<file path="src/rtl/parking_pkg.sv">
// Shared types and constants for the parking-slot allocator and the display driver.
package parking_pkg;

    typedef enum logic [1:0] {
        IDLE       = 2'd0,
        SEARCH     = 2'd1,
        ENTRY_OPEN = 2'd2,
        EXIT_OPEN  = 2'd3
    } state_t;

    localparam int          SLOT_W        = 4;
    localparam logic [3:0]  NO_SLOT       = 4'd0;
    localparam int          NUM_SLOTS_DEF = 8;

endpackage

</file>
<file path="src/rtl/slot_allocator_if.sv">
// Gate-sensor requests in, occupancy status and barrier controls out.
interface slot_allocator_if;

    logic                           entry_req;
    logic                           exit_req;
    logic [parking_pkg::SLOT_W-1:0] exit_slot;
    logic [parking_pkg::SLOT_W-1:0] available_slots;
    logic [parking_pkg::SLOT_W-1:0] assigned_slot;
    logic                           entry_gate;
    logic                           exit_gate;
    logic                           full;
    logic                           exit_err;

    modport slave (
        input  entry_req, exit_req, exit_slot,
        output available_slots, assigned_slot, entry_gate, exit_gate, full, exit_err
    );

    modport master (
        output entry_req, exit_req, exit_slot,
        input  available_slots, assigned_slot, entry_gate, exit_gate, full, exit_err
    );

endinterface

</file>
<file path="src/rtl/req_edge_latch.sv">
// Rising-edge detector feeding a one-deep pending flag with optional data capture.
module req_edge_latch #(
    parameter int DATA_W = 1
) (
    input  logic              clk,
    input  logic              reset,
    input  logic              req_i,
    input  logic [DATA_W-1:0] data_i,
    input  logic              clear_i,
    output logic              pending_o,
    output logic [DATA_W-1:0] data_o,
    output logic              drop_o
);

    logic              prev_q;
    logic              pend_q;
    logic [DATA_W-1:0] data_q;
    logic              rise;
    logic              accept;

    // A rise coinciding with the consumer's clear is a fresh request, not an overflow.
    assign rise   = req_i & ~prev_q;
    assign accept = rise & (~pend_q | clear_i);
    assign drop_o = rise & pend_q & ~clear_i;

    always_ff @(posedge clk or posedge reset) begin
        if (reset) begin
            prev_q <= 1'b0;
            pend_q <= 1'b0;
            data_q <= '0;
        end else begin
            prev_q <= req_i;
            pend_q <= accept | (pend_q & ~clear_i);
            if (accept) begin
                data_q <= data_i;
            end
        end
    end

    assign pending_o = pend_q;
    assign data_o    = data_q;

endmodule

</file>
<file path="src/rtl/slot_allocator.sv">
// Parking-slot occupancy: lowest-free-slot allocation on entry, release on exit, barrier timing.
module slot_allocator
    import parking_pkg::*;
#(
    parameter int NUM_SLOTS = NUM_SLOTS_DEF,
    parameter int GATE_HOLD = 1000
) (
    input  logic              clk,
    input  logic              reset,
    slot_allocator_if.slave   bus
);

    localparam int HOLD_W = $clog2(GATE_HOLD + 1);

    state_t                 state_q, state_d;
    logic [NUM_SLOTS-1:0]   occ_q, occ_d;
    logic [SLOT_W-1:0]      avail_q, avail_d;
    logic [SLOT_W-1:0]      assigned_q, assigned_d;
    logic [SLOT_W-1:0]      scan_q, scan_d;
    logic [HOLD_W-1:0]      hold_q, hold_d;
    logic                   full_q;
    logic                   err_q, err_d;

    logic                   pend_entry, pend_exit;
    logic                   clr_entry, clr_exit;
    logic                   exit_drop;
    logic [SLOT_W-1:0]      pend_slot;
    logic                   entry_drop_unused;
    logic [0:0]             entry_data_unused;

    logic [NUM_SLOTS-1:0]   scan_sel;
    logic [NUM_SLOTS-1:0]   exit_sel;
    logic                   scan_occ;
    logic                   exit_valid;

    req_edge_latch #(.DATA_W(1)) u_entry_latch (
        .clk       (clk),
        .reset     (reset),
        .req_i     (bus.entry_req),
        .data_i    (1'b0),
        .clear_i   (clr_entry),
        .pending_o (pend_entry),
        .data_o    (entry_data_unused),
        .drop_o    (entry_drop_unused)
    );

    req_edge_latch #(.DATA_W(SLOT_W)) u_exit_latch (
        .clk       (clk),
        .reset     (reset),
        .req_i     (bus.exit_req),
        .data_i    (bus.exit_slot),
        .clear_i   (clr_exit),
        .pending_o (pend_exit),
        .data_o    (pend_slot),
        .drop_o    (exit_drop)
    );

    // One-hot decodes; out-of-range slot numbers decode to all zeros and so never validate.
    generate
        for (genvar gi = 0; gi < NUM_SLOTS; gi++) begin : g_sel
            assign scan_sel[gi] = (scan_q == SLOT_W'(gi));
            assign exit_sel[gi] = (pend_slot == SLOT_W'(gi + 1));
        end
    endgenerate

    assign scan_occ   = |(occ_q & scan_sel);
    assign exit_valid = |(occ_q & exit_sel);

    always_comb begin
        state_d    = state_q;
        occ_d      = occ_q;
        avail_d    = avail_q;
        assigned_d = assigned_q;
        scan_d     = scan_q;
        hold_d     = hold_q;
        err_d      = exit_drop;
        clr_entry  = 1'b0;
        clr_exit   = 1'b0;
        case (state_q)
            IDLE: begin
                if (pend_exit) begin
                    clr_exit = 1'b1;
                    if (exit_valid) begin
                        occ_d   = occ_q & ~exit_sel;
                        avail_d = avail_q + SLOT_W'(1);
                        hold_d  = HOLD_W'(GATE_HOLD);
                        state_d = EXIT_OPEN;
                    end else begin
                        err_d = 1'b1;
                    end
                end else if (pend_entry) begin
                    clr_entry = 1'b1;
                    if (!full_q) begin
                        scan_d  = '0;
                        state_d = SEARCH;
                    end
                end
            end
            SEARCH: begin
                if (scan_q >= SLOT_W'(NUM_SLOTS)) begin
                    state_d = IDLE;
                end else if (!scan_occ) begin
                    occ_d      = occ_q | scan_sel;
                    assigned_d = scan_q + SLOT_W'(1);
                    avail_d    = avail_q - SLOT_W'(1);
                    hold_d     = HOLD_W'(GATE_HOLD);
                    state_d    = ENTRY_OPEN;
                end else begin
                    scan_d = scan_q + SLOT_W'(1);
                end
            end
            ENTRY_OPEN, EXIT_OPEN: begin
                if (hold_q <= HOLD_W'(1)) begin
                    state_d = IDLE;
                end else begin
                    hold_d = hold_q - HOLD_W'(1);
                end
            end
            default: state_d = IDLE;
        endcase
    end

    always_ff @(posedge clk or posedge reset) begin
        if (reset) begin
            state_q    <= IDLE;
            occ_q      <= '0;
            avail_q    <= SLOT_W'(NUM_SLOTS);
            assigned_q <= NO_SLOT;
            scan_q     <= '0;
            hold_q     <= '0;
            full_q     <= 1'b0;
            err_q      <= 1'b0;
        end else begin
            state_q    <= state_d;
            occ_q      <= occ_d;
            avail_q    <= avail_d;
            assigned_q <= assigned_d;
            scan_q     <= scan_d;
            hold_q     <= hold_d;
            full_q     <= (avail_d == '0);
            err_q      <= err_d;
        end
    end

    assign bus.available_slots = avail_q;
    assign bus.assigned_slot   = assigned_q;
    assign bus.entry_gate      = (state_q == ENTRY_OPEN);
    assign bus.exit_gate       = (state_q == EXIT_OPEN);
    assign bus.full            = full_q;
    assign bus.exit_err        = err_q;

endmodule

</file>
<file path="src/flat_wrapper.sv">
// flat-port wrapper written by rule: the top's interface ports become plain ports
module slot_allocator_flat import parking_pkg::*;
#(
    parameter int NUM_SLOTS = NUM_SLOTS_DEF,
    parameter int GATE_HOLD = 1000
)
  (clk, reset, bus_entry_req, bus_exit_req, bus_exit_slot, bus_available_slots, bus_assigned_slot, bus_entry_gate, bus_exit_gate, bus_full, bus_exit_err);
  slot_allocator_if bus_i ();
  input  logic clk;
  input  logic reset;
  input wire logic [$bits(bus_i.entry_req)-1:0] bus_entry_req;
  input wire logic [$bits(bus_i.exit_req)-1:0] bus_exit_req;
  input wire logic [$bits(bus_i.exit_slot)-1:0] bus_exit_slot;
  output wire logic [$bits(bus_i.available_slots)-1:0] bus_available_slots;
  output wire logic [$bits(bus_i.assigned_slot)-1:0] bus_assigned_slot;
  output wire logic [$bits(bus_i.entry_gate)-1:0] bus_entry_gate;
  output wire logic [$bits(bus_i.exit_gate)-1:0] bus_exit_gate;
  output wire logic [$bits(bus_i.full)-1:0] bus_full;
  output wire logic [$bits(bus_i.exit_err)-1:0] bus_exit_err;
  assign bus_i.entry_req = bus_entry_req;
  assign bus_i.exit_req = bus_exit_req;
  assign bus_i.exit_slot = bus_exit_slot;
  assign bus_available_slots = bus_i.available_slots;
  assign bus_assigned_slot = bus_i.assigned_slot;
  assign bus_entry_gate = bus_i.entry_gate;
  assign bus_exit_gate = bus_i.exit_gate;
  assign bus_full = bus_i.full;
  assign bus_exit_err = bus_i.exit_err;
  slot_allocator #(.NUM_SLOTS(NUM_SLOTS), .GATE_HOLD(GATE_HOLD)) u_core (.clk(clk), .reset(reset), .bus(bus_i));
endmodule
</file>
<file path="config.mk">
export PLATFORM = sky130hd
export DESIGN_NAME = slot_allocator_flat
export DESIGN_NICKNAME = d
export VERILOG_FILES = /design/src/rtl/parking_pkg.sv /design/src/rtl/slot_allocator_if.sv /design/src/rtl/req_edge_latch.sv /design/src/rtl/slot_allocator.sv /design/src/flat_wrapper.sv
export SDC_FILE = /design/constraint.sdc
export NUM_CORES = 1
export LEC_CHECK = 0
export CORE_UTILIZATION = 40
export CTS_BUF_LIST = sky130_fd_sc_hd__clkbuf_4 sky130_fd_sc_hd__clkbuf_8
export DETAILED_ROUTE_END_ITERATION = 6
export GPL_TIMING_DRIVEN = 0
export MAX_ROUTING_LAYER = met4
export SYNTH_ARGS = -nofsm -noshare
export SYNTH_HDL_FRONTEND = slang
export SYNTH_SLANG_ARGS = --single-unit
</file>
<file path="constraint.sdc">
create_clock -name clk -period 4.18 [get_ports clk]
set_input_delay 0.627 -clock clk [delete_from_list [all_inputs] [get_ports clk]]
set_output_delay 0.627 -clock clk [all_outputs]
set_load 0.005 [all_outputs]
</file>
== Word-level counts from Yosys, hierarchy flattened ==
Index checks and enable logic that the tools add are counted.

* Bits in registers: 42
* Bits of input ports: 8
* Logic and storage cells: 126
* Output and inout port bits: 12

* Eq/ne operators: 32
* Reductions and logical operators: 12
* Bitwise gates (word level): 25
* Order comparisons: 2
* Mux-type cells: 38
* Add/sub/neg operators: 4

{| class="wikitable"
|+ Operators by type and width
! operator !! number
|-
| two-way mux 10 bit || 5
|-
| two-way mux 4 bit || 9
|-
| == test 4 x 3 -> 1 bit (second input constant) || 8
|-
| two-way mux 8 bit || 4
|-
| one-hot mux 10 bit (3 select lines) || 1
|-
| bitwise AND 8 bit || 3
|-
| == test 4 x 2 -> 1 bit (second input constant) || 4
|-
| one-hot mux 4 bit (2 select lines) || 2
|-
| one-hot mux 8 bit (2 select lines) || 1
|-
| OR reduction 8 bit || 2
|-
| AND reduction 5 bit || 3
|-
| two-way mux 2 bit || 7
|-
| inequality test 2 bit (second input constant) || 7
|-
| less-or-equal comparator 10 x 1 -> 1 bit (second input constant) || 1
|-
| subtractor 10 x 1 -> 10 bit (second input constant) || 1
|-
| inequality test 3 bit (second input constant) || 3
|-
| adder 4 x 1 -> 4 bit (second input constant) || 2
|-
| bitwise AND 1 bit || 8
|-
| == test 4 x 1 -> 1 bit (second input constant) || 2
|-
| zero test 4 bit || 2
|-
| two-way mux 1 bit || 8
|-
| inverter 1 bit || 8
|-
| inverter 8 bit || 1
|-
| bitwise OR 8 bit || 1
|-
| other kinds (14) || 20
|}

== Depth between registers and ports, before layout ==
Gate-level depths: netlist of the first run.

* Word-level depth: 7
* Depth in mapped cells: 10
* Depth with buffers taken out: 9

== Hierarchy ==
A second synthesis of the first run with hierarchy kept.

* Cells, all modules: 230
* Area total of the unflattened synthesis: 2401.1 um2

{| class="wikitable"
|+ Modules (own cells, without submodules)
! module !! times used !! seq. area each (um2) !! cells an instance !! area each (um2)
|-
| slot_allocator || 1 || 852.1 || 204 || 2010.7
|-
| req_edge_latch at u_core.u_exit_latch || 1 || 150.1 || 16 || 262.8
|-
| req_edge_latch at u_core.u_entry_latch || 1 || 75.1 || 10 || 127.6
|}

== Least setup slack after synthesis of the first run ==
Ideal clock, no wire load.

* Kind: register -> register
* From: register u_core.hold_q[3]
* To: register u_core.state_q[0]
* Library setup time: 0.125 ns
* Path buffers: 0
* Clock period less this slack: 2.222 ns
* Stages on the path, launching flop included: 7
* Arrival: 2.097 ns
* Required time: 4.055 ns
* Setup slack: 1.958 ns
* Cells stage by stage: dfrtp_1 -> or3_4 -> or4_4 -> or2_4 -> o31ai_4 -> nand3_2 -> mux2_4

* Word-level cells in the longest chain between the ends: 3

{| class="wikitable"
|+ Ends and longest elaborated chain
! what !! line !! text
|-
| start, declared || slot_allocator.sv:20 || <nowiki>logic [HOLD_W-1:0] hold_q, hold_d;</nowiki>
|-
| start signal, assigned || slot_allocator.sv:139 || <nowiki>hold_q <= hold_d;</nowiki>
|-
| less-or-equal comparator 10 x 1 -> 1 bit || slot_allocator.sv:113 || <nowiki>if (hold_q <= HOLD_W'(1)) begin</nowiki>
|-
| inequality test 2 x 1 -> 1 bit (no line) || - ||
|-
| AND reduction 5 bit (no line) || - ||
|-
| end signal, assigned || slot_allocator.sv:134 || <nowiki>state_q <= state_d;</nowiki>
|-
| end, declared || slot_allocator.sv:15 || <nowiki>state_t state_q, state_d;</nowiki>
|}

Every way passes these cells.
A chain may end at the register's enable or synchronous reset.

== Final worst setup path of the first run ==
* From: register u_core.scan_q[2]
* To: register u_core.occ_q[7]

* Word-level cells in the longest chain between the ends: 5
* Elaborated cells on any way between the ends: 18
* Classes of those cells: order compare: 1; eq/ne: 9; mux: 3; bitwise: 2; reduce/logical: 3

{| class="wikitable"
|+ Ends and longest elaborated chain
! what !! line !! text
|-
| start, declared || slot_allocator.sv:19 || <nowiki>logic [SLOT_W-1:0] scan_q, scan_d;</nowiki>
|-
| start signal, assigned || slot_allocator.sv:138 || <nowiki>scan_q <= scan_d;</nowiki>
|-
| == test 4 x 1 -> 1 bit (tied with other cells) || slot_allocator.sv:61 || <nowiki>assign scan_sel[gi] = (scan_q == SLOT_W'(gi));</nowiki>
|-
| bitwise AND 8 bit / bitwise OR 8 bit (equally long branches) || slot_allocator.sv:66, slot_allocator.sv:103 ||
|-
| OR reduction 8 bit / two-way mux 8 bit (equally long branches) || slot_allocator.sv:66, slot_allocator.sv:102 ||
|-
| inequality test 2 bit (no line) / two-way mux 8 bit (equally long branches) || - ||
|-
| AND reduction 5 bit (no line) / one-hot mux 8 bit (2 select lines) (equally long branches) || - ||
|-
| end signal, assigned || slot_allocator.sv:126 || <nowiki>occ_q <= '0;</nowiki>
|-
| end signal, assigned || slot_allocator.sv:135 || <nowiki>occ_q <= occ_d;</nowiki>
|-
| end, declared || slot_allocator.sv:16 || <nowiki>logic [NUM_SLOTS-1:0] occ_q, occ_d;</nowiki>
|}

Parallel ways exist; a longest one is shown, timed or not. The select of a mux whose other input is x is not followed.

==> key figures, run 1 <==
Run status
  – Status: finished, final reports clean

Cells and area
  – Layout cells sized above 1: 14.0%
  – Design area: 0.00270 sq mm
  – Most common cell after layout, fill and taps aside: dfrtp_1
  – P&R area growth vs syn: 16.9%
  – Final net count: 279
  – Diode count: 0
  – Most frequent cells in the layout: dfrtp_1, clkdlybuf4s50_1, nand2_1

Clocking
  – # hold bufs at CTS: 0
  – Clock slew seen by the registers of the worst setup and hold paths: 80 ps
  – Clock root buffer master: clkbuf_8
  – CTS buffer count: 5
  – Clk buf depth: 2
  – Clock Sinks: 42
  – CTS tree: done
  – Max H-tree Level: 2
  – CTS resizes: 0
  – Post-CTS setup buffer count: 0
  – Clock Latency Late Sink: 290 ps

Worst hold path
  – Worst Hold Class: flop to flop
  – Hold path depth: 1

Floorplan
  – CORE AREA: 0.00554 sq mm
  – Height of the die: 78.0 um
  – Chip Width: 78.0 um
  – Initial core utilization: 41.7%
  – FP Rows: 27
  – Top-Level Pins: 20
  – Die ar.: 0.00609 sq mm

Yosys
  – Sequential area share after synthesis: 45.5%
  – Post-synthesis net count: 252
  – Post-synthesis instance total: 236
  – Synth warnings: 0
  – Yosys reg bits: 42
  – Top_reg_cell synth: dfrtp_1
  – EDFF count, synth: 0
  – Post-Synthesis Cell Area: 0.00231 sq mm
  – Syn_area_per_cell: 9.80 sq um
  – Synth cell types: 58
  – Ys async rst share: 100%

Critical path
  – Worst endpoint required time: 4360 ps
  – Crit path max fanout: 10
  – Crit path kind: flop to flop
  – CP endpoint kind: flop
  – CP cell instances: clkbuf_1 > nor4b_1 > nand3_1 > and2_1 > buf_2 > o21ai_1 > buf_4 > nand4_1 > a32o_1
  – Slowest cell on crit path: nor4b_1
  – Worst EP arrival: 2780 ps
  – Critical Path Start Type: flop
  – CP max stage delay: 610 ps
  – Reg2Reg Depth: 9

Placed design
  – PortBufs: 19
  – Dpl hpwl: 3510 um
  – Placer Congestion: 0.833
  – Placed cell area: 0.00261 sq mm

Drt
  – Post-route DRC violation count: 0
  – Via count: 1806
  – DRT Pass-1 Iters: 4
  – Avg WL per Cell: 14.2 um
  – Post-detailed-route via-to-cell ratio: 5.38
  – DR iter-0 viols: 178
  – Drt total wl: 4770 um
  – Antenna viol nets, final: 0

Power and ir drop
  – NetSw: 0.489 mW
  – Clock Power Share: 19.5%
  – Switch share: 35.3%
  – Internal power: 0.895 mW
  – Pleak: 1.08 nW
  – Pwr dens: 512 mW/mm^2
  – Part of the power in registers: 46.3%
  – Maximum vdd drop: 0.321 mV
  – Combinational cell fraction of total power: 34.2%

Timing
  – Hold Fails Final Rpt: 0
  – Fmax: 385 MHz
  – Final setup violation count: 0
  – RSZ-0062 raised after global routing: false
  – Setup Skew: 5.69 ps
  – Worst rel slew slack: 58.4%
  – Setup TNS: 0 ps
  – Max-slew violation count: 0
  – Period Utilization, post-route: 62.2%
  – Actual slew at the worst max-slew pin: 616 ps
  – Min Tclk post-route: 2600 ps

Global routing
  – Global route overflow: 0
  – Pin count of the biggest net entering global routing: 43
  – First-pass GRT wire length: 8420 um
  – Vias in the first global route: 1849
  – Number of antenna violations at the first check in global routing: 0
  – GRT Util Overall: 18.2%

Run
  – Max_cap viols: 0
final timing paths:
check                                                  from                             end  slack (ps)
worst max register to register             u_core.scan_q[2]                 u_core.occ_q[7]        1580
worst min register to register  u_core.u_entry_latch.prev_q  u_core.u_entry_latch.pending_o         420
max in group asynchronous                             reset   u_core.bus.available_slots[3]        3260
worst max-delay path                       u_core.scan_q[2]                 u_core.occ_q[7]        1580
min in group asynchronous                             reset   u_core.u_exit_latch.data_o[2]         670
worst min-delay path            u_core.u_entry_latch.prev_q  u_core.u_entry_latch.pending_o         420
area by class of cell:
| type | count | area [sq um] |
|---|---|---|
| tap | 72 | 90.1 |
| inverter | 14 | 52.6 |
| clock buffer | 8 | 91.3 |
| sequential | 42 | 1050 |
| buffer | 11 | 56.3 |
| multi-input combinational | 169 | 1150 |
| timing repair buffer | 20 | 210 |
| fill | 544 | 2840 |
through the flow:
step	hold WS (ps)	instances	worst slack (ps)	power, mW	utilization, %
2_1_floorplan	400	236	1960	0.955	-
3_3_place_gp	417	327	1610	1.11	46.8
3_5_place_dp	417	328	1590	1.12	47.2
4_1_cts	428	336	1570	1.40	48.8
5_1_grt	474	336	1350	1.49	48.8
6_report	422	336	1580	1.38	48.8
registers in the layout, indices dropped and copies added, names as in the netlist:
name                            count
u_core.bus.assigned_slot            4
u_core.bus.available_slots          4
u_core.bus.exit_err                 1
u_core.bus.full                     1
u_core.hold_q                      10
u_core.occ_q                        8
u_core.scan_q                       4
u_core.state_q                      2
u_core.u_entry_latch.pending_o      1
u_core.u_entry_latch.prev_q         1
u_core.u_exit_latch.data_o          4
u_core.u_exit_latch.pending_o       1
u_core.u_exit_latch.prev_q          1
synth_stat cells, drive strengths merged, types with 5 or more instances:
master  number  area [sq um]
buf          6          35.0
and2         5          32.5
nor2b        5          31.3
nand3       15          80.1
a21oi        6          33.8
inv         14          52.6
nand2       18          67.6
nand3b       7          52.6
or4          5          41.3
dfrtp       41          1030
clkbuf       5          21.3
mux2         5          60.1
o21ai       18          90.1
nand4        5          31.3
ha           8           100
nor2        15          56.3
routing by layer:
metal	routed length [um]	global-route usage (%)	up-vias	part of all wire, %
li1	-	-	908	-
met1	2250	22.4	850	47
met2	2230	28.5	37	47
met3	152	4.53	11	3.2
met4	136	8.15	0	2.9
met5	0	-	-	0
worst max-delay path: cells and delay by family (launching register included):
family	cells	cell delay (ps)
simple gates	4	1190
flops	1	360
buf+inv	3	580
compound gates	2	350
cell families after synthesis:
kind of cell    count (synthesis)  synth area share [%]
simple gates                   93                  22.2
compound gates                 55                  17.4
flops                          42                  45.5
buf+inv                        25                  4.71
mux                             8                  3.90
fa+ha+maj                       8                  4.33
xor+xnor                        5                  1.89
power by group through the flow:
stage,clock [mW],sequential [mW],combinational (mW)
finish,0.269,0.641,0.474
global route,0.300,0.660,0.532
CTS,0.283,0.640,0.476
detailed placement,0,0.647,0.475
global placement,0,0.646,0.459
floorplan,0,0.623,0.332
Note: power is estimated with default switching activity, not from simulation.
==> run 2: changes to the inputs <==
==> constraint.sdc (replaced) <==
create_clock -name clk -period 2.2 [get_ports clk]
set_input_delay 0.33 -clock clk [delete_from_list [all_inputs] [get_ports clk]]
set_output_delay 0.33 -clock clk [all_outputs]
set_load 0.005 [all_outputs]
==> key figures, run 2 (synthesis gave the netlist of run 1 again) <==
Run status
  – Status: finished with violations
  – Failing checks: negative setup slack

Cells and area
  – P&R area growth vs syn: 31.7%
  – Sequential Area: 0.00106 sq mm
  – Most frequent cells in the layout: dfrtp_1, clkdlybuf4s50_1, buf_4
  – Regs by FF count: u_core.hold_q x10, u_core.occ_q x8
  – Final net count: 293
  – Area of the multi-input gates: 0.00134 sq mm
  – Max FFs per register: 10
  – Most common cell after layout, fill and taps aside: dfrtp_1
  – Fillers: 513
  – Diode count: 0
  – Post-Route Utilization: 54.9%
  – Biggest register: u_core.hold_q
  – Layout cells sized above 1: 30.9%

Critical path
  – Worst EP arrival: 2380 ps
  – Crit path kind: flop to flop
  – Reg2Reg Setup Slack: -0.4 ps
  – Worst endpoint required time: 2380 ps
  – Critical Path Start Type: flop
  – Reg-to-reg startpoint: u_core.hold_q[4]
  – Crit path max fanout: 5
  – Worst r2r dst: u_core.hold_q[5]
  – CP endpoint kind: flop
  – Reg2Reg Depth: 7

Drt
  – Drt total wl: 5310 um
  – DR iter-0 viols: 141
  – DRT Pass-1 Iters: 4
  – Via count: 1928
  – Avg WL per Cell: 15.2 um
  – Post-route DRC violation count: 0
  – Antenna viol nets, final: 0
  – Post-detailed-route via-to-cell ratio: 5.51

Power and ir drop
  – Combinational cell fraction of total power: 39.5%
  – Switch share: 35.5%
  – Pleak: 1.19 nW
  – Maximum vdd drop: 0.567 mV
  – Part of the power in registers: 42.1%
  – Internal power: 1.89 mW
  – NetSw: 1.04 mW
  – Total power: 2.92 mW
  – Pwr dens: 961 mW/mm^2
  – Clock Power Share: 18.4%

Global routing
  – Vias in the first global route: 1902
  – GRT Util Overall: 19.6%
  – Number of antenna violations at the first check in global routing: 0
  – Pin count of the biggest net entering global routing: 43
  – Global route overflow: 0
  – First-pass GRT wire length: 9050 um

Worst hold path
  – Worst Hold Class: input pin to async pin

Timing
  – Fmax: 454 MHz
  – Worst rel slew slack: 66.1%
  – Max-slew violation count: 0
  – Setup TNS: -0.402 ps
  – Worst hold slack: 362 ps
  – Hold Fails Final Rpt: 0
  – Period Utilization, post-route: 100%
  – Final WS setup: -0.402 ps
  – Min Tclk post-route: 2200 ps
  – RSZ-0062 raised after global routing: true
  – Actual slew at the worst max-slew pin: 504 ps
  – Final setup violation count: 1
  – Setup Skew: 15.8 ps

Floorplan
  – FP Rows: 27
  – Height of the die: 78.0 um
  – Top-Level Pins: 20
  – Die ar.: 0.00609 sq mm
  – Initial core utilization: 41.7%
  – Chip Width: 78.0 um
  – CORE AREA: 0.00554 sq mm

Placed design
  – PortBufs: 19
  – Dpl hpwl: 3480 um
  – Pre-CTS setup slack: -344 ps
  – Placer Congestion: 0.800

Clocking
  – Clock root buffer master: clkbuf_8
  – Max H-tree Level: 2
  – # hold bufs at CTS: 0
  – Clock Latency Late Sink: 300 ps
  – Clock slew seen by the registers of the worst setup and hold paths: 90 ps
  – Clk buf depth: 2
  – CTS tree: done
  – CTS buffer count: 5
  – Clock Sinks: 42

Run
  – Max_cap viols: 0
[run 2: what timing repair did]
| action | CTS | global route |
|---|---|---|
| pin swaps | 13 | 8 |
| buffers inserted | 14 | 4 |
| hold endpoints to repair | 0 | 0 |
| setup endpoints to repair | 14 | 17 |
| gates resized for setup | 27 | 21 |
[run 2: worst max-delay path, cell delays in order (launching register included)]
cell,delay (ps)
dfrtp_1,400
or3_4,380
or4_4,440
o32a_1,380
o211ai_4,150
inv_2,100
a211oi_2,180
nor2b_1,60
[run 2: worst max-delay path by stage]
stage,from,to,slack (ps)
global route,u_core.hold_q[3],u_core.hold_q[5],-120
detailed placement,u_core.scan_q[2],u_core.occ_q[7],-340
CTS,u_core.hold_q[3],u_core.state_q[0],-40
finish,u_core.hold_q[4],u_core.hold_q[5],-0.4
global placement,u_core.scan_q[2],u_core.occ_q[7],-370
floorplan,u_core.scan_q[0],u_core.hold_q[4],10
[run 2: final cells by class]
class	instances	share of cell area, %
Buffer	7	1.81
Tap cell	72	2.96
Multi-Input combinational cell	169	43.9
Clock buffer	8	3.21
Timing Repair Buffer	38	11.6
Sequential cell	42	34.8
Inverter	14	1.73
[run 2: per-layer routing]
metal / global-route usage [%] / share of wire [%]
met1: 24.8 / 46
met2: 30.0 / 47
met3: 3.84 / 3.3
met4: 9.81 / 3.4
met5: - / 0
[run 2: per-stage QoR]
stage	instances	instance area, sq um
global route	350	3040
CTS	348	2950
detailed placement	328	2630
global placement	327	2610
finish	350	3040
floorplan	236	2330
[run 2: power by group through the flow]
stage / Combinational, mW / Sequential, mW / Clock (mW)
after global placement: 0.886 / 1.23 / 0
after global routing: 1.28 / 1.27 / 0.584
after CTS: 1.08 / 1.22 / 0.560
after detailed placement: 0.907 / 1.23 / 0
final: 1.16 / 1.23 / 0.539
after floorplan: 0.642 / 1.18 / 0
